==> src/rtl/mem_arb_pkg.sv <==
// Shared types and constants for the program/data memory bus arbiter.
package mem_arb_pkg;

  localparam int unsigned WAIT_W = 4;
  localparam int unsigned ADDR_W = 32;
  localparam int unsigned DATA_W = 32;

  typedef enum logic [1:0] {
    ST_IDLE,
    ST_ACCESS,
    ST_DONE
  } arb_state_e;

  typedef enum logic {
    GNT_PROG,
    GNT_DATA
  } grant_e;

  // Latched memory command of the current winner.
  typedef struct packed {
    logic              we;
    logic [ADDR_W-1:0] addr;
    logic [DATA_W-1:0] wdata;
  } mem_cmd_t;

  // Fixed priority: data wins any contention.
  function automatic grant_e pick_fixed(input logic d_req);
    return d_req ? GNT_DATA : GNT_PROG;
  endfunction

  // Alternating priority: on contention the requester not granted last wins.
  function automatic grant_e pick_rr(input logic p_req, input logic d_req, input grant_e last);
    if (p_req && d_req) begin
      return (last == GNT_PROG) ? GNT_DATA : GNT_PROG;
    end
    return d_req ? GNT_DATA : GNT_PROG;
  endfunction

endpackage

==> src/rtl/mem_arb_wait_cnt.sv <==
// Down-counter for memory wait states: load, decrement, zero flag.
module mem_arb_wait_cnt
  import mem_arb_pkg::*;
(
  input  logic              clk,
  input  logic              reset,
  input  logic              load,
  input  logic [WAIT_W-1:0] load_val,
  input  logic              dec,
  output logic              zero_c
);

  logic [WAIT_W-1:0] cnt;

  always_ff @(posedge clk) begin
    if (reset) begin
      cnt <= '0;
    end else if (load) begin
      cnt <= load_val;
    end else if (dec && (cnt != '0)) begin
      cnt <= cnt - WAIT_W'(1);
    end
  end

  assign zero_c = (cnt == '0);

endmodule

==> src/rtl/mem_bus_arbiter.sv <==
// Arbitrates program-fetch and data ports onto one single-port memory.
// Build macro ARB_ROUND_ROBIN_EN selects alternating priority; otherwise data wins.
module mem_bus_arbiter
  import mem_arb_pkg::*;
#(
  parameter int unsigned WAIT_STATES = 2
) (
  input  logic              CLK,
  input  logic              reset,
  input  logic              p_req,
  input  logic [ADDR_W-1:0] p_addr,
  output logic [DATA_W-1:0] p_rdata,
  output logic              p_ack,
  input  logic              d_req,
  input  logic              d_we,
  input  logic [ADDR_W-1:0] d_addr,
  input  logic [DATA_W-1:0] d_wdata,
  output logic [DATA_W-1:0] d_rdata,
  output logic              d_ack,
  output logic              mem_cs,
  output logic              mem_we,
  output logic [ADDR_W-1:0] mem_addr,
  output logic [DATA_W-1:0] mem_wdata,
  input  logic [DATA_W-1:0] mem_rdata
);

  arb_state_e state;
  grant_e     winner;
  mem_cmd_t   cmd_q;
  mem_cmd_t   cmd_c;
  grant_e     next_grant_c;
  logic       cnt_load_c;
  logic       cnt_dec_c;
  logic       cnt_zero_c;

`ifdef ARB_ROUND_ROBIN_EN
  grant_e last_grant;
  assign next_grant_c = pick_rr(p_req, d_req, last_grant);
`else
  assign next_grant_c = pick_fixed(d_req);
`endif

  // Command the winner would present if granted this cycle.
  always_comb begin
    cmd_c = '0;
    if (next_grant_c == GNT_DATA) begin
      cmd_c.we    = d_we;
      cmd_c.addr  = d_addr;
      cmd_c.wdata = d_wdata;
    end else begin
      cmd_c.addr  = p_addr;
    end
  end

  assign cnt_load_c = (state == ST_IDLE) && (p_req || d_req);
  assign cnt_dec_c  = (state == ST_ACCESS) && !cnt_zero_c;

  mem_arb_wait_cnt u_wait_cnt (
    .clk      (CLK),
    .reset    (reset),
    .load     (cnt_load_c),
    .load_val (WAIT_W'(WAIT_STATES)),
    .dec      (cnt_dec_c),
    .zero_c   (cnt_zero_c)
  );

  // Outputs are registered from the current state, so they trail it by one cycle.
  always_ff @(posedge CLK) begin
    if (reset) begin
      state     <= ST_IDLE;
      winner    <= GNT_PROG;
      cmd_q     <= '0;
      mem_cs    <= 1'b0;
      mem_we    <= 1'b0;
      mem_addr  <= '0;
      mem_wdata <= '0;
      p_ack     <= 1'b0;
      d_ack     <= 1'b0;
      p_rdata   <= '0;
      d_rdata   <= '0;
`ifdef ARB_ROUND_ROBIN_EN
      last_grant <= GNT_PROG;
`endif
    end else begin
      p_ack  <= 1'b0;
      d_ack  <= 1'b0;
      mem_cs <= 1'b0;
      mem_we <= 1'b0;
      unique case (state)
        ST_IDLE: begin
          if (p_req || d_req) begin
            winner <= next_grant_c;
            cmd_q  <= cmd_c;
`ifdef ARB_ROUND_ROBIN_EN
            last_grant <= next_grant_c;
`endif
            state  <= ST_ACCESS;
          end
        end
        ST_ACCESS: begin
          mem_cs    <= 1'b1;
          mem_we    <= cmd_q.we;
          mem_addr  <= cmd_q.addr;
          mem_wdata <= cmd_q.wdata;
          if (cnt_zero_c) begin
            state <= ST_DONE;
          end
        end
        ST_DONE: begin
          // mem_addr is still held, so read data is sampled as the select drops.
          if (winner == GNT_PROG) begin
            p_ack   <= 1'b1;
            p_rdata <= mem_rdata;
          end else begin
            d_ack <= 1'b1;
            if (!cmd_q.we) begin
              d_rdata <= mem_rdata;
            end
          end
          state <= ST_IDLE;
        end
        default: state <= ST_IDLE;
      endcase
    end
  end

endmodule

==> config.mk <==
export PLATFORM = sky130hd
export DESIGN_NAME = mem_bus_arbiter
export DESIGN_NICKNAME = d
export VERILOG_FILES = /design/src/rtl/mem_arb_pkg.sv /design/src/rtl/mem_arb_wait_cnt.sv /design/src/rtl/mem_bus_arbiter.sv
export SDC_FILE = /design/constraint.sdc
export NUM_CORES = 1
export LEC_CHECK = 0
export ABC_CLOCK_PERIOD_IN_PS = 2800
export BUFFER_PORTS_ARGS = -buffer_cell sky130_fd_sc_hd__buf_2
export CORE_ASPECT_RATIO = 0.9
export CORE_MARGIN = 1
export CORE_UTILIZATION = 50
export DETAILED_ROUTE_END_ITERATION = 8
export PLACE_DENSITY = 0.83
export SKIP_CTS_REPAIR_TIMING = 1
export SYNTH_ARGS = -nofsm -noshare
export SYNTH_HDL_FRONTEND = slang
export SYNTH_SLANG_ARGS = --single-unit
==> constraint.sdc <==
create_clock -name CLK -period 2.8 [get_ports CLK]
set_clock_uncertainty 0.2 [all_clocks]
set_input_delay 0.14 -clock CLK [delete_from_list [all_inputs] [get_ports CLK]]
set_output_delay 0.14 -clock CLK [all_outputs]
set_load 0.05 [all_outputs]
# [Word-level counts from Yosys, hierarchy flattened]
# Cells that the tools add are included.
[totals] in_bits=133 reg_bits=204 elab_cells=52
[classes] n_reduce_logical=16 n_mux=12 bitwise=4 n_eq_ne=4 n_addsub=1
[op_table] op="$mux 32" n=2
[op_table] op="$mux 2" n=4
[op_table] op="$reduce_and 2->1" n=3
[op_table] op="$reduce_or 2->1" n=3
[op_table] op="$mux 1" n=5
[op_table] op="$logic_not 4->1" n=1
[op_table] op="$not 1->1" n=4
[op_table] op="$pmux 2 s2" n=1
[op_table] op="$reduce_bool 4->1" n=1
[op_table] op="$sub 4x1->4 const B" n=1
[op_table] op="$logic_and 1x1->1" n=3
[op_table] op="$reduce_and 3->1" n=1
[op_table] op="$eq 2x1->1 const B" n=1
[op_table] op="$eq 2x2->1 const B" n=1
[op_table] op="$logic_not 2->1" n=1
[op_table] op="$ne 2x1->1 const B" n=1
[op_table] op="$ne 2x2->1 const B" n=1
[op_table] op="$reduce_bool 2->1" n=1
[op_table] op="$logic_not 1->1" n=1
[op_table] op="$logic_or 1x1->1" n=1

# [Longest topological paths before layout]
# Gate-level depths: netlist of run 1.
[logic_depth] word_depth=6 depth_mapped=7 depth_no_buf=5

# [Cells and area by module]
# Synthesis of run 1 repeated with hierarchy kept, for this count alone.
[hier_totals] cells_unflattened=874 hier_area_um2=7748.7
[by_module_without_submodules] module="mem_bus_arbiter" area_per_inst_um2=7485.9 cells_each=845 seq_area_each_um2=4003.8 instances=1
[by_module_without_submodules] module="mem_arb_wait_cnt" area_per_inst_um2=262.8 cells_each=29 seq_area_each_um2=80.1 instances=1

# [Worst setup path before layout of run 1]
# OpenSTA, ideal clock, no wires.
[synth_path] path_kind="reg-to-reg" startpoint="reg u_wait_cnt.cnt[0]" endpoint="reg u_wait_cnt.cnt[1]" path_stages_with_launch=7 setup_ps=132 required_ps=2468 synth_period_minus_slack_ps=1679 path_slack_ps=1121 arrival_ps=1346 path_cell_list="dfxtp_1 -> inv_1 -> ha_1 -> or3b_1 -> clkbuf_1 -> a221oi_1 -> a311oi_1"
[synth_between] elab_chain_cells=5
[synth_rtl] element="start: declaration" line="mem_arb_wait_cnt.sv:13" rtl="logic [WAIT_W-1:0] cnt;"
[synth_rtl] element="start signal: assignment" line="mem_arb_wait_cnt.sv:19" rtl="cnt <= load_val;"
[synth_rtl] element="start signal: assignment" line="mem_arb_wait_cnt.sv:21" rtl="cnt <= cnt - WAIT_W'(1);"
[synth_rtl] element="branches (longest 5 deep; another with $sub 4x1->4)"
# Parallel ways; which one is timed is not known. The select of a mux whose other input is x is not followed.
# A chain may end at the register's enable or synchronous reset.

# [Worst setup path after layout of run 1]
[layout_path] startpoint="reg state[1]" endpoint="reg d_rdata[23]"
[layout_between] elab_chain_cells=2
[layout_rtl] element="start: declaration" line="mem_bus_arbiter.sv:27" rtl="arb_state_e state;"
[layout_rtl] element="start signal: assignment" line="mem_bus_arbiter.sv:70" rtl="state <= ST_IDLE;"
[layout_rtl] element="start signal: assignment" line="mem_bus_arbiter.sv:97" rtl="state <= ST_ACCESS;"
[layout_rtl] element="start signal: assignment" line="mem_bus_arbiter.sv:106" rtl="state <= ST_DONE;"
[layout_rtl] element="$eq 2x2->1" line="mem_bus_arbiter.sv:89" rtl="unique case (state)"
[layout_rtl] element="$reduce_and 3->1 (no line)"
[layout_rtl] element="end signal: assignment" line="mem_bus_arbiter.sv:117" rtl="d_rdata <= mem_rdata;"
[layout_rtl] element="end: declaration" line="mem_bus_arbiter.sv:18" rtl="output logic [DATA_W-1:0] d_rdata,"
# No other way between the ends.

==> impl_metrics.py, run 1 <==
metrics = {
    "sta": {
        "fin_crit_ns": 2.43,
        "slew_violations": 0,
        "rsz0062_at_grt": "no",
        "whs_ns": 0.212,
        "min_period_over_period_pct": 86.7,
        "hold_viol_final": 0,
        "max_freq_ghz": 0.412,
        "setup_slack_ns": 0.372,
        "fin_setup_tns_ns": 0,
        "setup_viol": 0,
        "relSlewSlack_pct": 33.6,
        "worst_pin_slew_ns": 0.994,
    },
    "worst_setup_path": {
        "crit_required_ns": 3.02,
        "path_max_fanout": 32,
        "cp-startpoint": "state[1]$_SDFFE_PP0P_",
        "critPathKind": "register to register",
        "cp_cell_sequence": "nor4bb_4, buf_4, nand2_1, a21oi_1, dlygate4sd3_1",
        "rrSetupSlack_ns": 0.37,
        "slowest_stage": "dlygate4sd3_1",
        "critPathArrivalTime_ns": 2.65,
        "r2r_end": "d_rdata[23]$_SDFFE_PP0P_",
        "slowest_delay_ns": 0.60,
        "crit_path_start_kind": "register",
        "timing.rr.start": "state[1]$_SDFFE_PP0P_",
        "r2r_cells": 5,
        "endpoint": "d_rdata[23]$_SDFFE_PP0P_",
        "end_kind": "register",
    },
    "place": {
        "pre_cts_ws_ns": 0.773,
        "io_buffers": 264,
        "dp_hpwl_mm": 12.3,
        "place_congestion": 0.783,
    },
    "final_layout": {
        "fin_nets": 1326,
        "utilization_pct": 74.3,
        "drive_gt1_share_pct": 29.0,
        "syn_to_final_growth_pct": 45.9,
    },
    "floorplan": {
        "rows": 42,
        "dieWidth_um": 131,
        "coreArea_um2": 14700,
        "initial_core_util_pct": 51.0,
        "die_h_um": 118,
        "ios": 265,
        "fp.dieArea_um2": 15400,
    },
    "detailed_routing": {
        "wl_mm": 23.3,
        "ant_nets": 0,
        "wire_per_inst_um": 16.6,
        "vias": 7573,
        "dr.pass1.iters": 5,
        "first_iter_violations": 533,
        "vias_per_cell": 5.40,
        "drc": 0,
    },
    "yosys": {
        "synth_area_per_cell_um2": 9.01,
        "synth_area_um2": 7470,
        "ys_warn_count": 0,
        "yosysSeqAreaShare_pct": 54.7,
        "ys_ff_latch": 204,
        "syn_inst": 829,
        "syn_nets": 963,
        "synthDistinctLibCells": 35,
    },
    "cts": {
        "worst_skew_pair.late_latency_ns": 0.48,
        "cts_tree": "done",
        "clk_pin_slew_ns": 0.06,
        "htree_levels": 1,
        "cts-buffers-inserted": 21,
        "cts_root_buf": "clkbuf_16",
        "cts_buffer_depth": 3,
        "cts_sinks": 204,
    },
    "hold_path": {
        "hp-class": "input port to register",
    },
    "status": {
        "status": "completed",
    },
    "global_routing": {
        "grt_pass1_wl_mm": 29.3,
        "grt-ovfl-total": 0,
        "globalRouteMet2Util_pct": 41.2,
        "met1_usage_pct": 28.2,
        "grt_max_degree": 68,
        "globalRoute.busiestLayer": "met2",
        "use_met3_pct": 4.95,
        "grt.total_usage_pct": 23.6,
        "grt_pass1_vias": 6225,
        "antenna_found_initial": 1,
    },
    "power": {
        "powerDensity_nw_per_um2": 659,
        "leakage_nw": 4.71,
        "finalPower_mw": 7.19,
        "vdd_drop_max_mv": 0.465,
    },
    "job": {
        "cap_violations": 0,
    },
}
metrics by stage:
stage	std cells	cell area [um2]
after global placement	1232	8860
final	1403	10900
after CTS	1267	9550
after floorplan	829	7470
after detailed placement	1232	8860
after global routing	1403	10900
cells in the final DEF, fill, tap and decap left out, drive strengths merged, types with 2 or more instances in the layout:
cell type,synthesis,routed
buf,32,279
nand2,256,256
dfxtp,204,204
a21oi,164,164
dlygate4sd3,0,135
a22o,33,33
mux2i,32,32
a211oi,32,32
clkbuf,42,28
nor2,5,5
clkinv,0,4
inv,3,3
a21o,3,3
or3b,2,2
nand3,2,2
nor3,2,2
bufinv,0,2
nor4bb,2,2
and2,2,2
power by group:
part | internal (mW) | switching [mW]
Sequential | 3.08 | 0.109
Combinational | 0.470 | 0.762
Clock | 1.66 | 1.11
cell type report:
type                            instances  area [um2]
Sequential cell                       204        4080
Fill cell                             959        3760
Multi-Input combinational cell        548        3070
Timing Repair Buffer                  414        2800
Clock buffer                           28         592
Tap cell                              198         248
Clock inverter                          7        91.3
Inverter                                3        11.3
Antenna cell                            1        2.50
sequential cells by signal, indices dropped and copies added (netlist names):
name and count:
cmd_q 65, d_rdata 32, mem_addr 32, mem_wdata 32
p_rdata 32, u_wait_cnt.cnt 4, state 2, d_ack 1
mem_cs 1, mem_we 1, p_ack 1, winner 1
cells in the mapped netlist:
master     instances  area (um2)
nor3b_2            1        12.5
buf_2             22         110
a211oi_2          30         375
ha_1               1        12.5
o41ai_1            1        8.76
and2_1             1        6.26
a21o_1             3        22.5
nand3_1            2        10.0
nor4bb_1           2        20.0
nor4b_2            1        15.0
and2_4             1        8.76
nor3_1             2        10.0
nand4b_1           1        8.76
a221oi_1           1        8.76
buf_6              6        67.6
a22o_1            33         289
nor2b_1            1        6.26
dfxtp_1          204        4080
mux2i_1           32         320
nand2b_1           1        6.26
nor2_1             4        15.0
inv_1              3        11.3
a21oi_1          163         816
or3b_1             2        17.5
a21oi_4            1        16.3
or2_1              1        6.26
a311oi_1           1        8.76
a22oi_1            1        7.51
nor2_2             1        6.26
clkbuf_1          42         158
a211oi_1           2        15.0
nand4bb_1          1        11.3
nand2_1          256         961
buf_1              4        15.0
o21ai_1            1        5.00
metal layers:
metal | wire length, um | share of wire [%] | vias to the layer above
met5 | 0 | 0 | -
met4 | 1070 | 4.6 | 0
met3 | 1410 | 6.0 | 94
met2 | 11900 | 51 | 352
met1 | 8920 | 38 | 3596
li1 | - | - | 3531
logic make-up after synthesis:
kind of cell | Yosys count | share of synthesized area, %
and+or+nand+nor | 278 | 15.0
AOI/OAI and AO/OA | 237 | 21.0
DFF | 204 | 54.7
buffers and inverters | 77 | 4.84
muxes | 32 | 4.29
adders and majority gates | 1 | 0.167
critical path: cells and delay by family, from the launching register on:
family | cells | cell delay, ns
buf+inv | 2 | 0.98
simple gates | 2 | 0.45
compound gates | 1 | 0.16
flops | 1 | 0.56
worst min-delay path by stage:
stage / startpoint / cells past startpoint / end / slack [ns]
CTS: d_wdata[2] / 2 / cmd_q[2]$_SDFFE_PP0P_ / -0.34
global placement: d_wdata[20] / 2 / cmd_q[20]$_SDFFE_PP0P_ / 0.16
detailed placement: d_wdata[7] / 2 / cmd_q[7]$_SDFFE_PP0P_ / 0.16
global route: d_wdata[19] / 3 / cmd_q[19]$_SDFFE_PP0P_ / 0.22
finish: d_wdata[11] / 3 / cmd_q[11]$_SDFFE_PP0P_ / 0.21
floorplan: d_wdata[10] / 1 / cmd_q[10]$_SDFFE_PP0P_ / 0.07
Power figures use the tool's default switching activity.
==> run 2, diff against run 1 <==
--- a/config.mk
+++ b/config.mk
@@ -5,13 +5,13 @@
 export SDC_FILE = /design/constraint.sdc
 export NUM_CORES = 1
 export LEC_CHECK = 0
-export ABC_CLOCK_PERIOD_IN_PS = 2800
+export ABC_CLOCK_PERIOD_IN_PS = 2100
 export BUFFER_PORTS_ARGS = -buffer_cell sky130_fd_sc_hd__buf_2
 export CORE_ASPECT_RATIO = 0.9
 export CORE_MARGIN = 1
-export CORE_UTILIZATION = 50
+export CORE_UTILIZATION = 45
 export DETAILED_ROUTE_END_ITERATION = 8
-export PLACE_DENSITY = 0.83
+export PLACE_DENSITY = 0.79
 export SKIP_CTS_REPAIR_TIMING = 1
 export SYNTH_ARGS = -nofsm -noshare
 export SYNTH_HDL_FRONTEND = slang
==> constraint.sdc (replaced) <==
create_clock -name CLK -period 2.1 [get_ports CLK]
set_clock_uncertainty 0.2 [all_clocks]
set_input_delay 0.105 -clock CLK [delete_from_list [all_inputs] [get_ports CLK]]
set_output_delay 0.105 -clock CLK [all_outputs]
set_load 0.05 [all_outputs]
==> run 2 against run 1 <==
Against the previous run: sequential cell count unchanged; worst setup slack worse by 0.22 ns; register-to-register slack worse by 0.22 ns; final area grew 0.54%; largest cell class unchanged; hold slack lost 0.19 ns; highest routed layer unchanged; combinational power grew 36%; clock power increased by 31%.
==> impl_metrics.py, run 2 (synthesis results as in run 1) <==
metrics = {
    "worst_setup_path": {
        "crit_required_ns": 2.30,
        "path_depth": 4,
        "r2r_cells": 4,
        "cp_cell_sequence": "nor2b_4, buf_4, nand2_1, a21oi_1",
        "crit_family": "flip-flops",
        "r2r_end": "mem_addr[19]$_SDFFE_PP0P_",
        "slowest_delay_ns": 0.63,
        "timing.rr.start": "state[0]$_SDFFE_PP0P_",
        "path_max_fanout": 28,
        "slowest_stage": "dfxtp_1",
        "end_kind": "register",
        "critPathArrivalTime_ns": 2.15,
        "cp_num_buf_inv": 1,
        "crit_path_start_kind": "register",
        "endpoint": "mem_addr[19]$_SDFFE_PP0P_",
        "critPathKind": "register to register",
        "rrSetupSlack_ns": 0.15,
        "cp-startpoint": "state[0]$_SDFFE_PP0P_",
    },
    "floorplan": {
        "coreArea_um2": 16200,
        "ios": 265,
        "fp.dieArea_um2": 17100,
        "initial_core_util_pct": 46.2,
        "rows": 44,
        "die_h_um": 124,
        "dieWidth_um": 138,
    },
    "cts": {
        "cts_buffer_depth": 3,
        "clk_pin_slew_ns": 0.06,
        "cts_root_buf": "clkbuf_16",
        "worst_skew_pair.late_latency_ns": 0.49,
        "cts-buffers-inserted": 21,
        "htree_levels": 1,
        "cts_tree": "done",
        "cts_sinks": 204,
    },
    "detailed_routing": {
        "wire_per_inst_um": 16.5,
        "vias": 7388,
        "ant_nets": 0,
        "vias_per_cell": 5.23,
        "dr.pass1.iters": 5,
        "first_iter_violations": 335,
        "wl_mm": 23.3,
        "drc": 0,
    },
    "place": {
        "pre_cts_ws_ns": 0.246,
        "place_area_um2": 8990,
        "io_buffers": 264,
        "dp_hpwl_mm": 12.7,
        "place_congestion": 0.765,
    },
    "sta": {
        "fin_setup_tns_ns": 0,
        "slew_violations": 0,
        "setup_slack_ns": 0.153,
        "setup_viol": 0,
        "max_freq_ghz": 0.514,
        "worst_pin_slew_ns": 0.539,
        "min_period_over_period_pct": 92.7,
        "fin_crit_ns": 1.95,
        "hold_viol_final": 0,
        "relSlewSlack_pct": 64.0,
        "whs_ns": 0.0248,
        "rsz0062_at_grt": "no",
    },
    "final_layout": {
        "utilization_pct": 67.7,
        "layout_common_cells": "buf_2 (263), nand2_1 (256), dfxtp_1 (204)",
        "largest_reg_flops": 65,
        "drive_gt1_share_pct": 29.4,
        "layout_commonest_cell": "buf_2",
        "syn_to_final_growth_pct": 46.7,
        "fin_nets": 1328,
        "largest-register": "cmd_q",
        "finalInstanceArea_um2": 11000,
    },
    "power": {
        "powerDensity_nw_per_um2": 871,
        "vdd_drop_max_mv": 0.657,
        "leakage_nw": 4.71,
    },
    "job": {
        "cap_violations": 0,
    },
    "global_routing": {
        "grt.total_usage_pct": 22.1,
        "grt_pass1_vias": 6257,
        "grt_max_degree": 68,
        "antenna_found_initial": 1,
        "grt-ovfl-total": 0,
        "grt_pass1_wl_mm": 30.6,
    },
    "hold_path": {
        "hp-class": "input port to register",
    },
    "status": {
        "status": "completed",
    },
}
[run 2: cell count changes in the layout (fill, tap and decap cells not counted)]
cell	before	now
buf_12	1	6
buf_4	14	16
clkbuf_1	3	4
clkbuf_8	4	2
clkinv_2	3	1
clkinv_4	1	0
clkinvlp_4	1	2
dlygate4sd3_1	135	130
inv_6	0	2
[run 2: worst min-delay path: stages]
cell and delay [ns]:
buf_2 0.09, or2_1 0.25, a22oi_1 0.13, nor2_1 0.09
[run 2: where the power goes]
group,switching [mW],internal (mW),total (mW)
clock,1.48,2.16,3.64
sequential,0.142,4.10,4.24
combinational,1.02,0.649,1.67
total,2.64,6.91,9.54
[run 2: layout make-up]
class                      count  area (um2)
antenna                        1        2.50
clock buffer                  27         568
clock inverter                 7        97.6
fill                        1209        5230
inverter                       3        11.3
multi-input combinational    548        3070
sequential                   204        4080
tap                          207         259
timing repair buffer         416        2870
[run 2: how the worst min path moves through the flow]
stage | from | endpoint | cells past startpoint
3_5_place_dp | d_wdata[12] | cmd_q[12]$_SDFFE_PP0P_ | 2
4_1_cts | d_wdata[22] | cmd_q[22]$_SDFFE_PP0P_ | 2
3_3_place_gp | d_wdata[10] | cmd_q[10]$_SDFFE_PP0P_ | 2
5_1_grt | p_req | state[0]$_SDFFE_PP0P_ | 4
2_1_floorplan | d_wdata[10] | cmd_q[10]$_SDFFE_PP0P_ | 1
6_report | p_req | state[0]$_SDFFE_PP0P_ | 4
[run 2: metrics by stage]
stage	power [mW]	cells
2_1_floorplan	5.30	829
3_3_place_gp	5.69	1248
4_1_cts	9.36	1282
3_5_place_dp	5.73	1248
6_report	9.54	1413
5_1_grt	9.92	1413
[run 2: layer usage]
| layer | routed length [um] | track usage [%] | vias to the layer above | share of wire [%] |
|---|---|---|---|---|
| li1 | - | - | 3538 | - |
| met4 | 1110 | 6.78 | 0 | 4.8 |
| met2 | 11800 | 38.1 | 335 | 51 |
| met5 | 0 | 0 | - | 0 |
| met3 | 1580 | 5.39 | 97 | 6.8 |
| met1 | 8820 | 26.9 | 3418 | 38 |
